<file path="config.mk">
export PLATFORM = sky130hd
export DESIGN_NAME = rs_mem_issue_ctrl_flat
export DESIGN_NICKNAME = d
export VERILOG_FILES = /design/src/rtl/rs_mem_issue_ctrl_if.sv /design/src/rtl/rs_mem_issue_ctrl.sv /design/src/flat_wrapper.sv
export SDC_FILE = /design/constraint.sdc
export NUM_CORES = 1
export LEC_CHECK = 0
export CAP_MARGIN = 20
export CORE_MARGIN = 8
export CORE_UTILIZATION = 47
export DETAILED_ROUTE_END_ITERATION = 10
export GPL_ROUTABILITY_DRIVEN = 1
export PLACE_DENSITY = 0.92
export SLEW_MARGIN = 25
export SYNTH_ARGS = -nofsm -noshare
export SYNTH_HDL_FRONTEND = slang
export SYNTH_SLANG_ARGS = --single-unit
</file>
<file path="constraint.sdc">
create_clock -name clk_i -period 3.88 [get_ports clk_i]
set_clock_uncertainty 0.05 [all_clocks]
set_input_delay 0.388 -clock clk_i [delete_from_list [all_inputs] [get_ports clk_i]]
set_output_delay 0.388 -clock clk_i [all_outputs]
set_load 0.02 [all_outputs]
</file>
<file path="src/rtl/rs_mem_issue_ctrl_if.sv">
// Signal bundle between dispatch, the access-memory RS entries, the load/store
// unit and the in-order allocation/issue controller.
interface rs_mem_issue_ctrl_if #(
  parameter int ENTRY_NUM = 4,
  parameter int ENTRY_SEL = 2
);
  logic                 alloc_req_i;
  logic                 alloc_ok_o;
  logic [ENTRY_SEL-1:0] alloc_idx_o;
  logic [ENTRY_NUM-1:0] wen_o;
  logic [ENTRY_NUM-1:0] busy_o;
  logic [ENTRY_NUM-1:0] ready_vec_i;
  logic                 issue_valid_o;
  logic [ENTRY_SEL-1:0] issue_idx_o;
  logic                 exe_ready_i;
  logic                 flush_i;
  logic [ENTRY_SEL:0]   count_o;
  logic                 full_o;
  logic                 empty_o;

  // Controller side
  modport slave (
    input  alloc_req_i, ready_vec_i, exe_ready_i, flush_i,
    output alloc_ok_o, alloc_idx_o, wen_o, busy_o, issue_valid_o,
           issue_idx_o, count_o, full_o, empty_o
  );

  // Dispatch / entries / LSU side
  modport master (
    output alloc_req_i, ready_vec_i, exe_ready_i, flush_i,
    input  alloc_ok_o, alloc_idx_o, wen_o, busy_o, issue_valid_o,
           issue_idx_o, count_o, full_o, empty_o
  );
endinterface

</file>
<file path="src/rtl/rs_mem_issue_ctrl.sv">
// Access-memory reservation station controller: allocates entries in program
// order at the tail and issues strictly oldest-first from the head.
module rs_mem_issue_ctrl #(
  parameter int ENTRY_NUM = 4,
  parameter int ENTRY_SEL = 2
) (
  input  logic                clk_i,
  input  logic                reset_i,
  rs_mem_issue_ctrl_if.slave  bus
);

  localparam logic [ENTRY_SEL:0]   FULL_CNT = (ENTRY_SEL+1)'(ENTRY_NUM);
  localparam logic [ENTRY_NUM-1:0] ONE_HOT0 = {{(ENTRY_NUM-1){1'b0}}, 1'b1};

  logic [ENTRY_SEL-1:0] r_head;
  logic [ENTRY_SEL-1:0] r_tail;
  logic [ENTRY_SEL:0]   r_count;
  logic [ENTRY_NUM-1:0] r_busy;

  logic                 w_full;
  logic                 w_alloc_ok;
  logic                 w_alloc_fire;
  logic                 w_issue_valid;
  logic                 w_issue_fire;
  logic [ENTRY_NUM-1:0] w_wen;
  logic [ENTRY_NUM-1:0] w_clr;
  logic [ENTRY_SEL:0]   w_count_next;

  // Handshake decode; flush suppresses both alloc and issue in its cycle
  always_comb begin
    w_full        = (r_count == FULL_CNT);
    w_alloc_ok    = ~w_full;
    w_alloc_fire  = bus.alloc_req_i & w_alloc_ok & ~bus.flush_i;
    w_issue_valid = r_busy[r_head] & bus.ready_vec_i[r_head] & ~bus.flush_i;
    w_issue_fire  = w_issue_valid & bus.exe_ready_i;
    w_wen         = {ENTRY_NUM{1'b0}};
    w_clr         = {ENTRY_NUM{1'b0}};
    if (w_alloc_fire) begin
      w_wen = ONE_HOT0 << r_tail;
    end else begin
      w_wen = {ENTRY_NUM{1'b0}};
    end
    if (w_issue_fire) begin
      w_clr = ONE_HOT0 << r_head;
    end else begin
      w_clr = {ENTRY_NUM{1'b0}};
    end
    w_count_next = r_count + {{ENTRY_SEL{1'b0}}, w_alloc_fire}
                           - {{ENTRY_SEL{1'b0}}, w_issue_fire};
  end

  // Pointer, occupancy and busy-vector state; head/tail wrap naturally
  always_ff @(posedge clk_i) begin
    if (reset_i || bus.flush_i) begin
      r_head  <= {ENTRY_SEL{1'b0}};
      r_tail  <= {ENTRY_SEL{1'b0}};
      r_count <= {(ENTRY_SEL+1){1'b0}};
      r_busy  <= {ENTRY_NUM{1'b0}};
    end else begin
      r_count <= w_count_next;
      r_busy  <= (r_busy & ~w_clr) | w_wen;
      if (w_alloc_fire) begin
        r_tail <= r_tail + {{(ENTRY_SEL-1){1'b0}}, 1'b1};
      end
      if (w_issue_fire) begin
        r_head <= r_head + {{(ENTRY_SEL-1){1'b0}}, 1'b1};
      end
    end
  end

  assign bus.alloc_ok_o    = w_alloc_ok;
  assign bus.alloc_idx_o   = r_tail;
  assign bus.wen_o         = w_wen;
  assign bus.busy_o        = r_busy;
  assign bus.issue_valid_o = w_issue_valid;
  assign bus.issue_idx_o   = r_head;
  assign bus.count_o       = r_count;
  assign bus.full_o        = w_full;
  assign bus.empty_o       = (r_count == {(ENTRY_SEL+1){1'b0}});

endmodule

</file>
<file path="src/flat_wrapper.sv">
// flat-port wrapper written by rule: the top's interface ports become plain ports
module rs_mem_issue_ctrl_flat 
#(
  parameter int ENTRY_NUM = 4,
  parameter int ENTRY_SEL = 2
)
  (clk_i, reset_i, bus_alloc_req_i, bus_ready_vec_i, bus_exe_ready_i, bus_flush_i, bus_alloc_ok_o, bus_alloc_idx_o, bus_wen_o, bus_busy_o, bus_issue_valid_o, bus_issue_idx_o, bus_count_o, bus_full_o, bus_empty_o);
  rs_mem_issue_ctrl_if #(.ENTRY_NUM(ENTRY_NUM), .ENTRY_SEL(ENTRY_SEL)) bus_i ();
  input  logic clk_i;
  input  logic reset_i;
  input wire logic [$bits(bus_i.alloc_req_i)-1:0] bus_alloc_req_i;
  input wire logic [$bits(bus_i.ready_vec_i)-1:0] bus_ready_vec_i;
  input wire logic [$bits(bus_i.exe_ready_i)-1:0] bus_exe_ready_i;
  input wire logic [$bits(bus_i.flush_i)-1:0] bus_flush_i;
  output wire logic [$bits(bus_i.alloc_ok_o)-1:0] bus_alloc_ok_o;
  output wire logic [$bits(bus_i.alloc_idx_o)-1:0] bus_alloc_idx_o;
  output wire logic [$bits(bus_i.wen_o)-1:0] bus_wen_o;
  output wire logic [$bits(bus_i.busy_o)-1:0] bus_busy_o;
  output wire logic [$bits(bus_i.issue_valid_o)-1:0] bus_issue_valid_o;
  output wire logic [$bits(bus_i.issue_idx_o)-1:0] bus_issue_idx_o;
  output wire logic [$bits(bus_i.count_o)-1:0] bus_count_o;
  output wire logic [$bits(bus_i.full_o)-1:0] bus_full_o;
  output wire logic [$bits(bus_i.empty_o)-1:0] bus_empty_o;
  assign bus_i.alloc_req_i = bus_alloc_req_i;
  assign bus_i.ready_vec_i = bus_ready_vec_i;
  assign bus_i.exe_ready_i = bus_exe_ready_i;
  assign bus_i.flush_i = bus_flush_i;
  assign bus_alloc_ok_o = bus_i.alloc_ok_o;
  assign bus_alloc_idx_o = bus_i.alloc_idx_o;
  assign bus_wen_o = bus_i.wen_o;
  assign bus_busy_o = bus_i.busy_o;
  assign bus_issue_valid_o = bus_i.issue_valid_o;
  assign bus_issue_idx_o = bus_i.issue_idx_o;
  assign bus_count_o = bus_i.count_o;
  assign bus_full_o = bus_i.full_o;
  assign bus_empty_o = bus_i.empty_o;
  rs_mem_issue_ctrl #(.ENTRY_NUM(ENTRY_NUM), .ENTRY_SEL(ENTRY_SEL)) u_core (.clk_i(clk_i), .reset_i(reset_i), .bus(bus_i));
endmodule
</file>
==> results.ini <==
[run_status]
status = finished, final reports clean

[cells_and_area]
drive_gt1_share_pct = 8.20
fill_cells = 139
nets = 143
antenna_cells = 0
mostFrequentLayoutCells = 27 x clkdlybuf4s50_1, 11 x and2_1, 11 x dfxtp_1
final_common_cell = clkdlybuf4s50_1
final_area_um2 = 1120
syn_to_final_growth_pct = 37.0
post-route-util_pct = 66.9

[floorplan]
die_h_um = 57.7
start_util_pct = 48.8
core_um2 = 1670
dieArea_um2 = 3320
boundaryPins = 28
rows = 15
die_w_um = 57.7

[clock_network]
cts-root-buf = clkbuf_4
clk_latency_ns = 0.28
path_clk_slew_ns = 0.07
hold_buffers = 0
cts_tree = yes
cts_buffers = 3
clock_sinks = 11
cts_htree_levels = 1
clock_path_buffers = 2
post_cts_buffers = 0
cts_resized = 0

[detailed_routing]
drc = 0
antenna_left = 0
num_vias = 781
post_drt_via_cell_ratio = 5.62
drt-wirelength-per-cell_um = 15.4
first_pass_iters = 4
routed_wl_um = 2140
drt_iter0_markers = 16

[sta]
drv_slew = 0
finalCritPeriodShare_pct = 75.3
setup_viol = 0
fmax_ghz = 0.342
min_period_ns = 2.92
hold_violations = 0
fin_hold_ws_ns = 0.493
tightest_slew_ns = 0.401
slew_headroom_pct = 73.1
rsz0062_at_grt = no
fin_tns_setup_ns = 0

[setup_path]
end_kind = flip-flop
worstPathRequired_ns = 4.03
reg2reg_slack_ns = 1.08
r2r-end = u_core.bus.count_o[2]
path_max_fanout = 7
cp-start-kind = input pin
worstReg2RegStart = u_core.bus.issue_idx_o[0]
crit_start = bus_ready_vec_i[0]
worstRegToRegCells = 11
crit_arrival_ns = 3.07
critPathKind = in -> reg

[logic_synthesis]
yosysUniqueCellTypes = 27
synth_warnings = 0
synth_area_per_cell_um2 = 8.59
syn_area_um2 = 816
ys_seq_area_share_pct = 27.0
ys_seq_elements = 11
synth_cells = 95
syn_nets = 115

[run]
timing.max_cap.violations = 0

[pwr]
p_clk_share_pct = 34.8
powerDensity_nw_per_um2 = 216
p_sw_uw = 65.4
pwr-share-comb_pct = 16.8
netSwitchingFraction_pct = 27.2
p_leak_uw = 0.000467
power_uw = 241
peakVddDrop_v = 0.000174
pwr-share-seq_pct = 48.5
intPower_uw = 175

[placed_design]
placed_area_um2 = 1090
gp_congestion = 0.876
io_buffers = 27
dpl.hpwl_um = 1660

[global_routing]
antenna_found_initial = 0
grt_remaining_overflow = 0
grt_pass1_vias = 846
grt_usage_pct = 13.8
grt_pass1_wl_um = 3600
grt_max_degree = 17

[hold_path]
holdPathEnd = u_core.bus.count_o[2]
min_path_type = reg -> reg
min_from = u_core.bus.count_o[2]
whs_path_depth = 2

-- worst max path at each step --
stage	to	slack, ns	cells past startpoint
finish	u_core.bus.count_o[2]	0.96	12
CTS	u_core.bus.count_o[2]	0.96	12
floorplan	u_core.bus.count_o[2]	1.19	11
global placement	u_core.bus.count_o[2]	0.82	12
detailed placement	u_core.bus.count_o[2]	0.67	12
global route	u_core.bus.count_o[2]	0.88	12
-- state kept, by name (all words and copies together), names as in the netlist --
name	count
u_core.bus.alloc_idx_o	2
u_core.bus.busy_o	4
u_core.bus.count_o	3
u_core.bus.issue_idx_o	2
-- area by class of cell --
type | instances | area (µm²) | area share, %
clock buffers | 4 | 26.3 | 2.35
inverters | 9 | 33.8 | 3.02
multi-input cells | 71 | 546 | 48.8
flip-flops and latches | 11 | 220 | 19.7
well taps | 17 | 21.3 | 1.90
repair buffers | 27 | 270 | 24.2
-- stage by stage --
stage                     setup WS, ns  std cells
after floorplan                   1.19         95
after global placement           0.821        135
after detailed placement         0.668        135
after CTS                        0.961        139
after global routing             0.880        139
final                            0.958        139
-- per-layer routing --
metal,vias up,routed length [µm],track usage [%]
met2,21,1050,22.8
li1,386,-,-
met5,-,0,0
met1,370,920,13.6
met4,0,34,9.44
met3,4,131,6.18
-- synthesized netlist by cell type --
cell	instances	area, µm²
and2_1	11	68.8
dfxtp_1	11	220
a21oi_1	10	50.1
ha_1	10	125
inv_1	8	30.0
a211oi_1	5	37.5
o21ai_0	5	25.0
and3b_1	4	35.0
nand3b_1	4	30.0
clkbuf_1	3	11.3
nor2_1	3	11.3
nor2b_1	3	18.8
nor3_1	3	15.0
nand3_1	2	10.0
a221oi_1	1	8.76
a311oi_1	1	8.76
and3_1	1	6.26
and3_2	1	7.51
and3b_2	1	10.0
buf_2	1	5.00
fa_1	1	20.0
inv_2	1	3.75
mux2_2	1	11.3
mux4_2	1	22.5
or2_2	1	6.26
or3b_2	1	8.76
xor2_1	1	8.76
-- critical path: stages --
cell	delay [ns]
clkdlybuf4s50_1	0.42
and2_1	0.18
mux4_2	0.55
and2_1	0.20
ha_1	0.26
inv_1	0.05
ha_1	0.13
inv_1	0.05
fa_1	0.38
xor2_1	0.17
and2_1	0.16
nor3_1	0.12
-- power groups by stage --
| stage | combinational (µW) | sequential (µW) | clock, µW |
|---|---|---|---|
| floorplan | 17.4 | 121 | 0 |
| global placement | 38.8 | 119 | 0 |
| detailed placement | 40.1 | 119 | 0 |
| CTS | 40.3 | 117 | 84.8 |
| global route | 43.9 | 117 | 91.4 |
| finish | 40.4 | 117 | 83.7 |
-- cell families (layout without fill, tap and decap cells) --
group                    after synthesis  count (layout)  synth area share (%)
AO/OA/AOI/OAI                         22              22                  16.0
XOR/XNOR                               1               1                  1.07
adder cells (fa/ha/maj)               11              11                  17.8
buffers and inverters                 13              40                  6.13
flip-flops                            11              11                  27.0
multiplexers                           2               2                  4.14
AND/OR/NAND/NOR                       35              35                  27.9
(Power assumes the default switching activity.)
